$ cat src/rtl/mul_seq_ctrl.sv
// Sequential shift-and-add unsigned multiplier: one partial product per clock through a single
// WIDTH-bit adder. Optional macro MUL_SEQ_ZERO_BYPASS_EN completes zero-operand requests directly.
module mul_seq_ctrl #(
  parameter int unsigned WIDTH = 4
) (
  input  logic                 Clock,
  input  logic                 Reset_n,
  input  logic                 iStart,
  input  logic [WIDTH-1:0]     iA,
  input  logic [WIDTH-1:0]     iB,
  output logic [2*WIDTH-1:0]   oResult,
  output logic                 oBusy,
  output logic                 oDone
);

  localparam int unsigned AccW = 2 * WIDTH;
  localparam int unsigned CntW = $clog2(WIDTH) + 1;

  localparam logic [1:0] StIdle = 2'd0;
  localparam logic [1:0] StCalc = 2'd1;
  localparam logic [1:0] StDone = 2'd2;

  logic [1:0]       state_q, state_d;
  logic [WIDTH-1:0] mcand_q, mcand_d;
  logic [WIDTH-1:0] mplier_q, mplier_d;
  logic [AccW-1:0]  acc_q, acc_d;
  logic [CntW-1:0]  cnt_q, cnt_d;
  logic [AccW-1:0]  result_q, result_d;
  logic             busy_q, busy_d;
  logic             done_q, done_d;

  logic [WIDTH-1:0] addend;
  logic [WIDTH:0]   sum;
  logic [AccW-1:0]  acc_step;
  logic             last_iter;
  logic             zero_bypass;

  // Upper half of the accumulator plus the selected multiplicand, carry kept.
  always_comb begin
    addend    = mplier_q[0] ? mcand_q : '0;
    sum       = {1'b0, acc_q[AccW-1:WIDTH]} + {1'b0, addend};
    // Carry lands in the MSB as the whole accumulator shifts right by one.
    acc_step  = AccW'({sum, acc_q[WIDTH-1:0]} >> 1);
    last_iter = (cnt_q == CntW'(WIDTH - 1));
  end

`ifdef MUL_SEQ_ZERO_BYPASS_EN
  assign zero_bypass = (iA == '0) || (iB == '0);
`else
  assign zero_bypass = 1'b0;
`endif

  always_comb begin
    state_d  = state_q;
    mcand_d  = mcand_q;
    mplier_d = mplier_q;
    acc_d    = acc_q;
    cnt_d    = cnt_q;
    result_d = result_q;

    case (state_q)
      StIdle: begin
        if (iStart) begin
          mcand_d  = iA;
          mplier_d = iB;
          acc_d    = '0;
          cnt_d    = '0;
          if (zero_bypass) begin
            result_d = '0;
            state_d  = StDone;
          end else begin
            state_d  = StCalc;
          end
        end
      end
      StCalc: begin
        acc_d    = acc_step;
        mplier_d = mplier_q >> 1;
        cnt_d    = cnt_q + CntW'(1);
        if (last_iter) begin
          result_d = acc_step;
          state_d  = StDone;
        end
      end
      StDone: begin
        state_d = StIdle;
      end
      default: begin
        state_d = StIdle;
      end
    endcase

    busy_d = (state_d != StIdle);
    done_d = (state_d == StDone);
  end

  always_ff @(posedge Clock or negedge Reset_n) begin
    if (!Reset_n) begin
      state_q  <= StIdle;
      mcand_q  <= '0;
      mplier_q <= '0;
      acc_q    <= '0;
      cnt_q    <= '0;
      result_q <= '0;
      busy_q   <= 1'b0;
      done_q   <= 1'b0;
    end else begin
      state_q  <= state_d;
      mcand_q  <= mcand_d;
      mplier_q <= mplier_d;
      acc_q    <= acc_d;
      cnt_q    <= cnt_d;
      result_q <= result_d;
      busy_q   <= busy_d;
      done_q   <= done_d;
    end
  end

  assign oResult = result_q;
  assign oBusy   = busy_q;
  assign oDone   = done_q;

`ifndef SYNTHESIS
  always_ff @(posedge Clock) begin
    if (Reset_n) begin
      assert (busy_q == (state_q != StIdle))
        else $error("busy flag out of step with state");
      assert (done_q == (state_q == StDone))
        else $error("done flag out of step with state");
    end
  end
`endif

endmodule

$ cat config.mk
export PLATFORM = sky130hd
export DESIGN_NAME = mul_seq_ctrl
export DESIGN_NICKNAME = d
export VERILOG_FILES = /design/src/rtl/mul_seq_ctrl.sv
export SDC_FILE = /design/constraint.sdc
export NUM_CORES = 1
export LEC_CHECK = 0
export ABC_AREA = 1
export BUFFER_PORTS_ARGS = -buffer_cell sky130_fd_sc_hd__buf_2
export CORE_ASPECT_RATIO = 1.25
export CORE_MARGIN = 2
export CORE_UTILIZATION = 49
export CTS_BUF_LIST = sky130_fd_sc_hd__clkbuf_16
export CTS_CLUSTER_DIAMETER = 200
export CTS_CLUSTER_SIZE = 40
export DETAILED_ROUTE_END_ITERATION = 7
export GPL_ROUTABILITY_DRIVEN = 0
export GPL_TIMING_DRIVEN = 1
export PLACE_DENSITY = 0.73
export SETUP_SLACK_MARGIN = 0.02
export SLEW_MARGIN = 20
export SYNTH_ARGS = -nofsm -noshare
export SYNTH_HDL_FRONTEND = slang
export SYNTH_SLANG_ARGS = --single-unit
$ cat constraint.sdc
create_clock -name Clock -period 1.6 [get_ports Clock]
set_clock_uncertainty 0.1 [all_clocks]
set_input_delay 0.08 -clock Clock [delete_from_list [all_inputs] [get_ports Clock]]
set_output_delay 0.08 -clock Clock [all_outputs]
set_load 0.005 [all_outputs]
Yosys cells after proc, flatten, opt, wreduce, memory -nomap -nowiden
Cells that the tools add are included.

storage, ports and cells
  memories = 0
  ROM bits = 0
  input port bits = 11
  register bits = 31
  bits in latches = 0
  bits in writable memories = 0

cells by class
  $mul = 0
  multiplexer cells = 10
  magnitude comparators = 0
  equality and inequality tests = 4
  $add $sub $neg = 2
  bitwise operators = 0
  reductions and logical operators = 6
  divide/modulo/power cells = 0
  shifts and indexed selects = 0

operators with widths
  operator             number
  $pmux 8 s2           1
  $mux 4               2
  $mux 8               1
  $pmux 4 s2           1
  $pmux 3 s2           1
  $reduce_and 2->1     3
  $add 4x4->5          1
  $mux 2               2
  $pmux 2 s2           1
  $reduce_bool 2->1    2
  $add 3x1->3 const B  1
  $eq 3x2->1 const B   1
  $mux 3               1
  $eq 2x1->1 const B   1
  $eq 2x2->1 const B   1
  $logic_not 2->1      1
  $ne 2x2->1 const B   1

Logic depth before layout (Yosys ltp)
  depth in word-level cells = 4
  gate-level depth with buffers = 8
  gate-level depth less buffers = 8

Worst setup path after synthesis
Ideal clock, no wire load.

  path type = register to register
  from = reg mplier_q[0]
  to = reg acc_q[7]
  setup time = 65 ps
  path slack = 54 ps
  buffers on the path = 0
  data arrival time = 1381 ps
  cell stages (with the launch flop) = 9
  clock period less this slack = 1546 ps
  cells stage by stage = dfrtp_1 -> nand2_1 -> inv_1 -> ha_1 -> inv_1 -> fa_1 -> o21ai_0 -> nand2_1 -> nand2_1

between the ends
  word-level cells in the longest chain between the ends = 3

ends and longest elaborated chain
  item                    RTL line  RTL
  start, declared         25        logic [WIDTH-1:0] mplier_q, mplier_d;
  start signal, assigned  110       mplier_q <= mplier_d;
  $mux 4                  40        addend = mplier_q[0] ? mcand_q : '0;
  $add 4x4->5             41        sum = {1'b0, acc_q[AccW-1:WIDTH]} + {1'b0, addend};
  $pmux 8 s2              61        case (state_q)
  end signal, assigned    102       acc_q <= '0;
  end signal, assigned    111       acc_q <= acc_d;
  end, declared           26        logic [AccW-1:0] acc_q, acc_d;

No other way between the ends.
A chain may end at the register's enable or synchronous reset.

Worst setup path after layout
  from = reg mcand_q[0]
  to = reg acc_q[5]

between the ends
  word-level cells in the longest chain between the ends = 3

ends and longest elaborated chain
  item                    RTL line  RTL
  start, declared         24        logic [WIDTH-1:0] mcand_q, mcand_d;
  start signal, assigned  109       mcand_q <= mcand_d;
  $mux 4                  40
  $add 4x4->5             41
  $pmux 8 s2              61

No other way between the ends.

==> key figures <==
Timing
  – Max_slew headroom: 57.5%
  – Setup WS post-layout: approximately 0.077 ns
  – Worst Tran Pin Value: approximately 0.64 ns
  – Min Hold Slack: 0.0463 ns
  – Fmax: about 0.66 GHz
  – Post-layout minimum cycle time: 1.52 ns
  – Setup-failing EPs final: 0
  – Final hold violation count: 0
  – Final Max Tran Viols: 0
  – Final Cycle Share: 95.2%

Placement
  – Number of buffers added on ports: 20
  – Place WS: -0.00390 ns
  – Detailed placer's ending HPWL: roughly 1800 microns

CTS
  – Clock buffer depth: 2
  – Post-CTS Setup Bufs: 0
  – Root Buffer: clkbuf_16
  – H-tree depth: 2
  – Clock Latency Late Sink: 0.27 ns
  – Clk slew on worst S/H paths: 0.05 ns
  – Clock sinks: 30
  – TritonCTS Buffers: 5
  – CTS tree: built

Drt
  – Vias per inst: 5.01
  – ANT nets after route: 0
  – Drt pass-1 iters: 4
  – Routed wire length per instance: approximately 13 microns
  – # DRC: 0
  – Drt total wl: 2820 microns
  – DR iter-0 viols: 24
  – Vias: 1088

Floorplan
  – IO Count: 21
  – Initial core utilization: 51.0%
  – DIE HEIGHT: 62.8 microns
  – Die area: 3200 sq um
  – Core area: 2650 sq um
  – # rows: 21
  – Die Wd: 51.0 microns

Power
  – Total power draw: 3.58 mW
  – Peak supply drop: 0.00118 V
  – Leak: 0.943 nW
  – Cell Pwr Density: 1970 nW/um^2

Logic synthesis
  – Synth warn: 0
  – Synth cell count leaders: 43 x nand2_1, 30 x dfrtp_1, 20 x inv_1, 6 x ha_1, 6 x nor2_1
  – Top post-synthesis cells by area: dfrtp_1 55%, nand2_1 12%, ha_1 5.5%
  – Yosys cell types: 21
  – Simple-gate area share of the yosys netlist: 20.8%
  – Main synth FF type: dfrtp_1
  – Largest family of logic cells by synthesized area: simple AND/OR/NAND/NOR gates
  – Async S/R FF share, synth: 100%
  – Share of the synthesized area in the top cell type: approximately 55%
  – Most frequent cell after synthesis: nand2_1
  – Synth Area in Compound Gates: 8.87%
  – Post-synthesis sequential area ratio: between 50% and 60%
  – Register bit total from synthesis: 30
  – Synth Cell Area: 1350 sq um
  – Post-synthesis adder-cell area fraction: 7.02%
  – Mux contribution to synthesized area: 0%
  – Mean Syn Cell Area: 9.34 sq um
  – Synth area leader: dfrtp_1
  – Post-synth EDFFs: 0
  – Syn Inst Count: 145
  – Syn nets: between 150 and 200
  – Post-synthesis xor/xnor area fraction: 0.647%

Critical path
  – Crit path max fanout: 3
  – Max incr delay on CP: 0.36 ns
  – Worst EP arrival: 1.57 ns
  – Startpoint Class: flop
  – Req. time, crit path: 1.65 ns
  – Cell family with the largest share of critical-path delay: adder cells
  – Crit-path slowest cell: fa_2
  – Worst path cell trace: nand2_1 -> inv_2 -> ha_4 -> inv_1 -> fa_2 -> xor2_1 -> o22ai_1
  – Setup crit end kind: flop
  – Worst path buffer plus inverter count: 2
  – Critical path type: flop to flop

Cells and area
  – Diodes inserted: 0
  – Final core occ: 68.6%
  – Final nets: 201
  – Syn-to-layout area delta: 34.4%
  – FILL cells: between 200 and 250
  – Ratio of cells with drive above 1 in the final layout: a little under a third

GRT
  – Vias in the first global route: 1080
  – Global-route wire length before repair: 4510 microns
  – Initial antenna violation count: 0
  – GRT overflow: 0
  – GRT Util Overall: 19.3%
  – Largest net degree at the start of global routing: 31

Worst hold path
  – Worst Hold Class: primary input to flop

Flow run
  – Max-cap violation count: 0

Outcome
  – Status: complete, no violations
[registers in the layout, summed over array words and instances (netlist names)]
register / flops
oResult: 8
acc_q: 7
mcand_q: 4
mplier_q: 4
cnt_q: 3
state_q: 2
oBusy: 1
oDone: 1
[where the power goes]
group / internal [mW] / switching (mW)
sequential: 1.07 / 0.175
clock: 0.552 / 0.289
combinational: 0.640 / 0.858
total: 2.26 / 1.32
[path summary, 6_finish.rpt]
path | from | slack (ns) | endpoint | cells past startpoint
min in group asynchronous | Reset_n | 0.26 | oResult[0] | 2
worst min-delay path | iB[0] | 0.05 | mplier_q[0] | 3
worst max register to register | mcand_q[0] | 0.08 | acc_q[5] | 7
worst max-delay path | mcand_q[0] | 0.08 | acc_q[5] | 7
max in group asynchronous | Reset_n | 0.72 | state_q[0] | 2
worst min register to register | mcand_q[2] | 0.37 | mcand_q[2] | 2
[cell usage in the layout, fill, tap and decap left out, types with 3 or more instances in the layout]
cell type      instances
o22ai_1                5
clkbuf_16              5
o21ai_1                5
buf_2                 20
dfrtp_1               30
ha_4                   4
dlygate4sd3_1          8
nor3_1                 4
buf_4                  4
o21ai_2                5
nor2_1                 6
nand3_2                4
inv_2                  3
nand2_1               42
inv_1                 20
nand2_2                4
[cells by family (layout without fill, tap and decap cells)]
kind of cell | count (synthesis) | in the layout
compound gates | 19 | 19
xor+xnor | 1 | 1
fa+ha+maj | 7 | 7
buf+inv | 23 | 61
flops | 30 | 30
simple gates | 65 | 65
[tightest hold or removal path: stages]
cell    delay [ns]
buf_2         0.07
nor3_1        0.04
nor3_1        0.16
[per-stage QoR]
step           instance area [sq um]  cells  setup TNS, ns
3_5_place_dp                    1530    202       -0.00390
2_1_floorplan                   1350    145              0
4_1_cts                         1750    217              0
3_3_place_gp                    1530    202              0
5_1_grt                         1820    217        -0.0359
6_report                        1820    217              0
[layer usage]
metal | routed length, microns | global-route usage, % | vias up
met2 | 1420 | 31.2 | 34
met5 | 0 | 0 | -
met3 | 139 | 4.55 | 12
li1 | - | - | 532
met1 | 1140 | 21.3 | 510
met4 | 121 | 14.9 | 0
[area by class of cell]
| cell class | instances | area, sq um | area share (%) |
|---|---|---|---|
| clock inverters | 2 | 7.51 | 0.413 |
| multi-input cells | 92 | 584 | 32.1 |
| inverters | 21 | 78.8 | 4.33 |
| well taps | 34 | 42.5 | 2.34 |
| repair buffers | 33 | 230 | 12.7 |
| clock buffers | 5 | 125 | 6.88 |
| flip-flops and latches | 30 | 751 | 41.3 |
[what timing repair did]
| action | 4_1_cts | 5_1_grt |
|---|---|---|
| setup endpoints to repair | 5 | 8 |
| pin swaps | 0 | 4 |
| hold endpoints to repair | 37 | 0 |
| resized for setup | 4 | 13 |
| hold buffers | 8 | 0 |
(Power assumes the default switching activity.)
